## src/rtl/shreg_pkg.sv

```systemverilog
// Shared constants and FSM state type for the shift_register_n block.
// Latency: n/a (package). Backpressure: n/a.
// Optional parity output of the top is controlled by SHREG_PARITY_EN.
package shreg_pkg;

    localparam logic [1:0] SERIAL_SHIFT = 2'b00;
    localparam logic [1:0] CIRC_SHIFT   = 2'b01;
    localparam logic [1:0] PARA_LOAD    = 2'b10;
    localparam logic [1:0] HOLD         = 2'b11;

    localparam logic LOW    = 1'b0;
    localparam logic ENABLE = 1'b1;

    localparam logic DIR_LEFT  = 1'b0;
    localparam logic DIR_RIGHT = 1'b1;

    typedef enum logic {
        IDLE  = 1'b0,
        BURST = 1'b1
    } state_e;

endpackage

```

## src/rtl/shift_register_n_if.sv

```systemverilog
// Control/data bundle between a stimulus master and the shift_register_n slave.
// Latency: n/a (wires only). Backpressure: none; ENB is the only stall input.
// PARITY exists only when SHREG_PARITY_EN is defined.
interface shift_register_n_if #(
    parameter int WIDTH = 8,
    parameter int AMT_W = 4
);
    logic             ENB;
    logic             DIR;
    logic             S_IN;
    logic [1:0]       MODO;
    logic [WIDTH-1:0] D;
    logic [AMT_W-1:0] AMT;
    logic             START;
    logic [WIDTH-1:0] Q;
    logic             S_OUT;
    logic             BUSY;
    logic             DONE;
`ifdef SHREG_PARITY_EN
    logic             PARITY;

    modport master (
        output ENB, DIR, S_IN, MODO, D, AMT, START,
        input  Q, S_OUT, BUSY, DONE, PARITY
    );
    modport slave (
        input  ENB, DIR, S_IN, MODO, D, AMT, START,
        output Q, S_OUT, BUSY, DONE, PARITY
    );
`else
    modport master (
        output ENB, DIR, S_IN, MODO, D, AMT, START,
        input  Q, S_OUT, BUSY, DONE
    );
    modport slave (
        input  ENB, DIR, S_IN, MODO, D, AMT, START,
        output Q, S_OUT, BUSY, DONE
    );
`endif
endinterface

```

## src/rtl/shreg_ctrl.sv

```systemverilog
// Burst controller: FSM, remaining-step count, latched mode/dir, BUSY/DONE.
// Latency: step strobe is combinational for the current edge; BUSY/DONE registered.
// Backpressure: enb low freezes all state and masks DONE until enb returns.
module shreg_ctrl
    import shreg_pkg::*;
#(
    parameter int AMT_W = 4
) (
    input  logic             clk,
    input  logic             rst,
    input  logic             enb,
    input  logic             start,
    input  logic [1:0]       modo,
    input  logic             dir,
    input  logic [AMT_W-1:0] amt,
    output logic             step_vld,
    output logic [1:0]       eff_mode,
    output logic             eff_dir,
    output logic             busy,
    output logic             done
);

    state_e           state_q, state_d;
    logic [AMT_W-1:0] cnt_q, cnt_d;
    logic [1:0]       mode_q, mode_d;
    logic             dir_q, dir_d;
    logic             done_q, done_d;

    always_comb begin
        state_d  = state_q;
        cnt_d    = cnt_q;
        mode_d   = mode_q;
        dir_d    = dir_q;
        done_d   = done_q;
        step_vld = LOW;
        eff_mode = modo;
        eff_dir  = dir;

        if (enb == ENABLE) begin
            done_d = LOW;
            case (state_q)
                IDLE: begin
                    if (start) begin
                        mode_d = modo;
                        dir_d  = dir;
                        if (amt == '0) begin
                            done_d = ENABLE;
                        end else if (modo == PARA_LOAD || modo == HOLD
                                     || amt == AMT_W'(1)) begin
                            // Load/hold bursts collapse to a single step.
                            step_vld = ENABLE;
                            done_d   = ENABLE;
                        end else begin
                            step_vld = ENABLE;
                            cnt_d    = amt - AMT_W'(1);
                            state_d  = BURST;
                        end
                    end else begin
                        step_vld = ENABLE;
                    end
                end
                BURST: begin
                    step_vld = ENABLE;
                    eff_mode = mode_q;
                    eff_dir  = dir_q;
                    cnt_d    = cnt_q - AMT_W'(1);
                    if (cnt_q == AMT_W'(1)) begin
                        state_d = IDLE;
                        done_d  = ENABLE;
                    end
                end
                default: state_d = IDLE;
            endcase
        end
    end

    always_ff @(posedge clk or posedge rst) begin
        if (rst) begin
            state_q <= IDLE;
            cnt_q   <= '0;
            mode_q  <= HOLD;
            dir_q   <= DIR_LEFT;
            done_q  <= LOW;
        end else begin
            state_q <= state_d;
            cnt_q   <= cnt_d;
            mode_q  <= mode_d;
            dir_q   <= dir_d;
            done_q  <= done_d;
        end
    end

    assign busy = (state_q == BURST);
    // A completion captured while stalled is held and shown once enb returns.
    assign done = done_q & enb;

endmodule

```

## src/rtl/shift_register_n.sv

```systemverilog
// WIDTH-bit universal shift register with counted burst shift/rotate (SHREG_PARITY_EN adds PARITY).
// Latency: one edge per step; Q/S_OUT registered, PARITY combinational from Q.
// Backpressure: ENB low freezes Q, S_OUT, burst progress and masks DONE.
module shift_register_n
    import shreg_pkg::*;
#(
    parameter int WIDTH = 8,
    parameter int AMT_W = 4
) (
    input  logic              CLK,
    input  logic              RESET,
    shift_register_n_if.slave bus
);

    logic [WIDTH-1:0] q_q, q_d;
    logic             s_out_q, s_out_d;
    logic             step_vld;
    logic [1:0]       eff_mode;
    logic             eff_dir;
    logic             busy;
    logic             done;

    shreg_ctrl #(.AMT_W(AMT_W)) u_ctrl (
        .clk      (CLK),
        .rst      (RESET),
        .enb      (bus.ENB),
        .start    (bus.START),
        .modo     (bus.MODO),
        .dir      (bus.DIR),
        .amt      (bus.AMT),
        .step_vld (step_vld),
        .eff_mode (eff_mode),
        .eff_dir  (eff_dir),
        .busy     (busy),
        .done     (done)
    );

    always_comb begin
        q_d     = q_q;
        s_out_d = s_out_q;
        if (step_vld) begin
            case (eff_mode)
                SERIAL_SHIFT: begin
                    if (eff_dir == DIR_LEFT) begin
                        q_d     = {q_q[WIDTH-2:0], bus.S_IN};
                        s_out_d = q_q[WIDTH-1];
                    end else begin
                        q_d     = {bus.S_IN, q_q[WIDTH-1:1]};
                        s_out_d = q_q[0];
                    end
                end
                CIRC_SHIFT: begin
                    if (eff_dir == DIR_LEFT) begin
                        q_d     = {q_q[WIDTH-2:0], q_q[WIDTH-1]};
                        s_out_d = q_q[WIDTH-1];
                    end else begin
                        q_d     = {q_q[0], q_q[WIDTH-1:1]};
                        s_out_d = q_q[0];
                    end
                end
                PARA_LOAD: begin
                    q_d     = bus.D;
                    s_out_d = LOW;
                end
                default: begin
                    q_d     = q_q;
                    s_out_d = s_out_q;
                end
            endcase
        end
    end

    always_ff @(posedge CLK or posedge RESET) begin
        if (RESET) begin
            q_q     <= '0;
            s_out_q <= LOW;
        end else begin
            q_q     <= q_d;
            s_out_q <= s_out_d;
        end
    end

    assign bus.Q     = q_q;
    assign bus.S_OUT = s_out_q;
    assign bus.BUSY  = busy;
    assign bus.DONE  = done;
`ifdef SHREG_PARITY_EN
    assign bus.PARITY = ^q_q;
`endif

endmodule

```

## src/flat_wrapper.sv

```systemverilog
// flat-port wrapper written by rule: the top's interface ports become plain ports
module shift_register_n_flat import shreg_pkg::*;
#(
    parameter int WIDTH = 8,
    parameter int AMT_W = 4
)
  (CLK, RESET, bus_ENB, bus_DIR, bus_S_IN, bus_MODO, bus_D, bus_AMT, bus_START, bus_Q, bus_S_OUT, bus_BUSY, bus_DONE);
  shift_register_n_if #(.WIDTH(WIDTH), .AMT_W(AMT_W)) bus_i ();
  input  logic CLK;
  input  logic RESET;
  input wire logic [$bits(bus_i.ENB)-1:0] bus_ENB;
  input wire logic [$bits(bus_i.DIR)-1:0] bus_DIR;
  input wire logic [$bits(bus_i.S_IN)-1:0] bus_S_IN;
  input wire logic [$bits(bus_i.MODO)-1:0] bus_MODO;
  input wire logic [$bits(bus_i.D)-1:0] bus_D;
  input wire logic [$bits(bus_i.AMT)-1:0] bus_AMT;
  input wire logic [$bits(bus_i.START)-1:0] bus_START;
  output wire logic [$bits(bus_i.Q)-1:0] bus_Q;
  output wire logic [$bits(bus_i.S_OUT)-1:0] bus_S_OUT;
  output wire logic [$bits(bus_i.BUSY)-1:0] bus_BUSY;
  output wire logic [$bits(bus_i.DONE)-1:0] bus_DONE;
  assign bus_i.ENB = bus_ENB;
  assign bus_i.DIR = bus_DIR;
  assign bus_i.S_IN = bus_S_IN;
  assign bus_i.MODO = bus_MODO;
  assign bus_i.D = bus_D;
  assign bus_i.AMT = bus_AMT;
  assign bus_i.START = bus_START;
  assign bus_Q = bus_i.Q;
  assign bus_S_OUT = bus_i.S_OUT;
  assign bus_BUSY = bus_i.BUSY;
  assign bus_DONE = bus_i.DONE;
  shift_register_n #(.WIDTH(WIDTH), .AMT_W(AMT_W)) u_core (.CLK(CLK), .RESET(RESET), .bus(bus_i));
endmodule
```

## config.mk

```make
export PLATFORM = sky130hd
export DESIGN_NAME = shift_register_n_flat
export DESIGN_NICKNAME = d
export VERILOG_FILES = /design/src/rtl/shreg_pkg.sv /design/src/rtl/shift_register_n_if.sv /design/src/rtl/shreg_ctrl.sv /design/src/rtl/shift_register_n.sv /design/src/flat_wrapper.sv
export SDC_FILE = /design/constraint.sdc
export NUM_CORES = 1
export LEC_CHECK = 0
export BUFFER_PORTS_ARGS = -buffer_cell sky130_fd_sc_hd__buf_2
export CAP_MARGIN = 0
export CORE_MARGIN = 3
export CORE_UTILIZATION = 57
export DETAILED_ROUTE_END_ITERATION = 12
export PLACE_DENSITY_LB_ADDON = 0.08
export SYNTH_ARGS = -nofsm -noshare
export SYNTH_HDL_FRONTEND = slang
export SYNTH_SLANG_ARGS = --single-unit
export TNS_END_PERCENT = 100
```

## constraint.sdc

```tcl
create_clock -name CLK -period 4.4 [get_ports CLK]
set_input_delay 1.32 -clock CLK [delete_from_list [all_inputs] [get_ports CLK]]
set_output_delay 1.32 -clock CLK [all_outputs]
set_load 0.01 [all_outputs]
```

==> results.md <==
- The number of flops mapped to enable cells by yosys is 0.
- Yosys attributes the largest share of cell area to sky130_fd_sc_hd__dfrtp_1 31%, sky130_fd_sc_hd__mux2i_1 11%, sky130_fd_sc_hd__o221ai_2 9.4%, sky130_fd_sc_hd__nand2_1 7.4%, sky130_fd_sc_hd__ha_1 6.9%.
- In this run the deepest clock path goes through 2 buffers.
- The CTS tree is built.
- The worst setup path is captured at an output port.
- In this run the worst path has a maximum fanout of 11.
- The number of levels the H-tree was split into is 1.
- Measured against its own limit, the worst slew margin works out to 0.424.
- The run finished with clean final reports.
- For the finished layout, the period the worst path requires is 3.15 ns.
- The synthesized instance count is 124.
- The clock latency on the worst-skew pair is 0.30 ns.
- The count of final max-slew check failures came to 0.
- The critical path in this run is classified as in2out.
- The die boundary height is 53.3 um.
- The final antenna diode count is 0.
- Buffers inserted to repair hold after CTS numbered 0.
- The final worst clock skew is 0.00360 ns.
- The part of the power in registers is 0.383.
- The effective utilization at floorplan is 0.624.
- The number of buffers created by CTS is 3.
- The count of yosys warnings during synthesis is 0.
- The clock root buffer master is sky130_fd_sc_hd__clkbuf_4.
- STA classifies the critical path startpoint as a primary input.
- Setup slack closes at 1.25 ns.
- The setup-violating endpoint count in the final report is 0.
- The number of buffers added for setup after CTS is 0.
- The first-pass detailed-route iteration total is 4.
- The analysis attributes to net switching a power of 0.377 mW.
- Dividing the final minimum period by the clock period gives 0.715.
- Dividing the detail-routed via count by the number of cells gives 5.57.
- The number of global-route vias before repair is 930.
- The arrival time at the worst endpoint is 1.83 ns.
- The max-cap violation count is 0.
- The total DRC errors in the routed layout is 0.
- The detailed placement HPWL is 1.88 mm.
- The floorplan has 16 rows.
- The post-CTS resize count is 0.
- The fraction of layout instances using a drive strength above 1 is 0.346.
- The detailed router finished its first iteration with 31 violations.
- The port buffer count is 30.
- Summing every instance area after synthesis gives 1270 sq um.
- After routing, the total negative slack on setup checks comes to 0 ns.
- The growth of design area from synthesis to finish is 12.8%.
- The wire length per cell after detailed routing is 13.4 um.
- The area of the die is 2840 sq um.
- Setup repair after global routing left no endpoint under its margin.
- The actual transition at the worst max-transition pin is 0.864 ns.
- In the synthesized netlist the dominant register cell turns out to be sky130_fd_sc_hd__dfrtp_1.
- The total via count in the routed design is 1002.
- The number of distinct library cell variants in the gate-level netlist after synthesis is 31.
- The count of endpoints failing hold in the final timing report is 0.
- Of the total power, the share spent switching nets is 0.423.
- The clock transition at the registers of the reported paths is 0.11 ns.
- The post-place setup slack is 0.962 ns.
- The placeable core region is 2040 sq um.
- The share of total power dissipated in the clock network is 0.118.
- The leakage power is 0.712 nW.
- The peak supply drop is 0.000374 V.
- The top cell type by total area after synthesis is sky130_fd_sc_hd__dfrtp_1.
- Internal power comes to 0.513 mW.
- The post-synthesis sequential element count is 18.
- After routing the design area is 1440 sq um.
- After detailed placement, the total cell area comes to 1400 sq um.
- The net count of the mapped netlist is 151.
- In this run the mean area of a mapped cell was 10.3 sq um.
- The worst hold path class is reg2reg.
- The first global-routing pass estimated 4.17 mm of wire.
- The sequential fraction of the synthesis area is 0.356.
- Pin placement for this block handled 31 I/O pins.
- In this run the horizontal extent of the chip is 53.3 um.
- For this run, asynchronously set or reset flops after synthesis account for 1.00.
- The filler cells instantiated in the layout total 171.
- The power after layout is 0.890 mW.
- The routability congestion estimate is 0.808.
- Power spread over the standard cell area amounts to 619 nW/um^2.
- The number of clock sinks is 18.
- The total congestion overflow is 0.
- The peak clock frequency supported by timing is 0.318 GHz.
- The routed design has 2.41 mm of wire.
- For the worst setup path, the data required time is 3.08 ns.
- The number of antenna violations at the first check in global routing is 0.
- At the end of the flow, the number of nets in the layout was 181.
- Entering global routing, the biggest net connects 20 pins.
- The portion of synthesized cell area occupied by the leading cell type is 0.314.
- The final antenna-violating net count is 0.
- The core occupancy in the finished layout is 0.703.
- Across every metal layer, demand over resource in global routing totals 0.203.
- Of the total power, combinational logic draws 0.500.
worst paths after layout:
kind                                                 from                        endpoint  slack, ns  depth (start not counted)
max                                               bus_ENB                        bus_DONE       1.25                          3
min                          u_core.bus.S_OUT$_DFFE_PP0P_    u_core.bus.S_OUT$_DFFE_PP0P_       0.50                          2
max reg2reg                u_core.u_ctrl.busy$_DFFE_PP0P_     u_core.bus.Q[7]$_DFFE_PP0P_       1.91                          7
min reg2reg                  u_core.bus.S_OUT$_DFFE_PP0P_    u_core.bus.S_OUT$_DFFE_PP0P_       0.50                          2
max in group asynchronous                           RESET  u_core.u_ctrl.busy$_DFFE_PP0P_       2.87                          2
min in group asynchronous                           RESET     u_core.bus.Q[6]$_DFFE_PP0P_       1.10                          2
critical path, stage by stage:
cell	delay [ns]
sky130_fd_sc_hd__buf_2	0.17
sky130_fd_sc_hd__and2_2	0.20
sky130_fd_sc_hd__buf_2	0.13
area by class of cell:
| type | count | area, sq um | area share |
|---|---|---|---|
| multi-input cells | 90 | 722 | 0.503 |
| flip-flops and latches | 18 | 453 | 0.315 |
| repair buffers | 30 | 150 | 0.105 |
| inverters | 11 | 41.3 | 0.0287 |
| clock buffers | 4 | 36.3 | 0.0253 |
| well taps | 27 | 33.8 | 0.0235 |
cells in the mapped netlist (all sizes together), types with 2 or more instances:
cell,number
or3,2
mux2i,15
o21ai,6
dfrtp,16
o221ai,8
ha,7
nor3,2
dfstp,2
o211a,2
nor2,3
nor2b,2
buf,3
mux2,3
o31ai,2
a21oi,3
nand2,26
inv,11
xor2,2
stage by stage:
| stage | cells | hold WS [ns] |
|---|---|---|
| detailed placement | 176 | 0.472 |
| global route | 180 | 0.521 |
| global placement | 176 | 0.476 |
| floorplan | 124 | 0.459 |
| finish | 180 | 0.500 |
| CTS | 180 | 0.497 |
placed cells by master, fill, tap and decap left out, drive strengths merged:
cell type | Yosys | routed
and2 | 1 | 1
a311o | 1 | 1
nor2b | 2 | 2
dfrtp | 16 | 16
o21bai | 1 | 1
nor2 | 3 | 3
mux2i | 15 | 15
nand2 | 26 | 26
clkbuf | 1 | 4
nor4bb | 1 | 1
a31oi | 1 | 1
buf | 3 | 30
o221ai | 8 | 8
o31a | 1 | 1
ha | 7 | 7
nand3 | 1 | 1
or3 | 2 | 2
mux2 | 3 | 3
xor2 | 2 | 2
o31ai | 2 | 2
dfstp | 2 | 2
a21oi | 3 | 3
o211a | 2 | 2
o21ai | 6 | 6
nor3 | 2 | 2
inv | 11 | 11
power groups by stage:
stage / clock (mW) / sequential, mW / combinational (mW)
after floorplan: 0 / 0.334 / 0.355
after global placement: 0 / 0.338 / 0.440
after detailed placement: 0 / 0.343 / 0.450
after CTS: 0.111 / 0.339 / 0.451
after global routing: 0.116 / 0.355 / 0.505
final: 0.105 / 0.340 / 0.445
per-layer routing:
metal	GRT usage	vias to the layer above	wire, um
li1	-	502	-
met1	0.287	474	1130
met2	0.298	21	1120
met3	0.0282	5	111
met4	0.102	0	56
met5	0	-	0
kinds of logic (layout without fill, tap and decap cells):
group,Yosys count,in the layout,synth area share
AOI/OAI and AO/OA,25,25,0.192
adders and majority gates,7,7,0.0688
and+or+nand+nor,38,38,0.139
buffers and inverters,16,45,0.0776
DFF,18,18,0.356
xor gates and xnor gates,2,2,0.0138
muxes,18,18,0.154
registers in the layout, indices dropped and copies added, names as in the netlist:
name                  flops
u_core.bus.S_OUT          1
u_core.u_ctrl.cnt_q       4
u_core.u_ctrl.done_q      1
u_core.bus.Q              8
u_core.u_ctrl.dir_q       1
u_core.u_ctrl.busy        1
u_core.u_ctrl.mode_q      2
(Power assumes the default switching activity.)
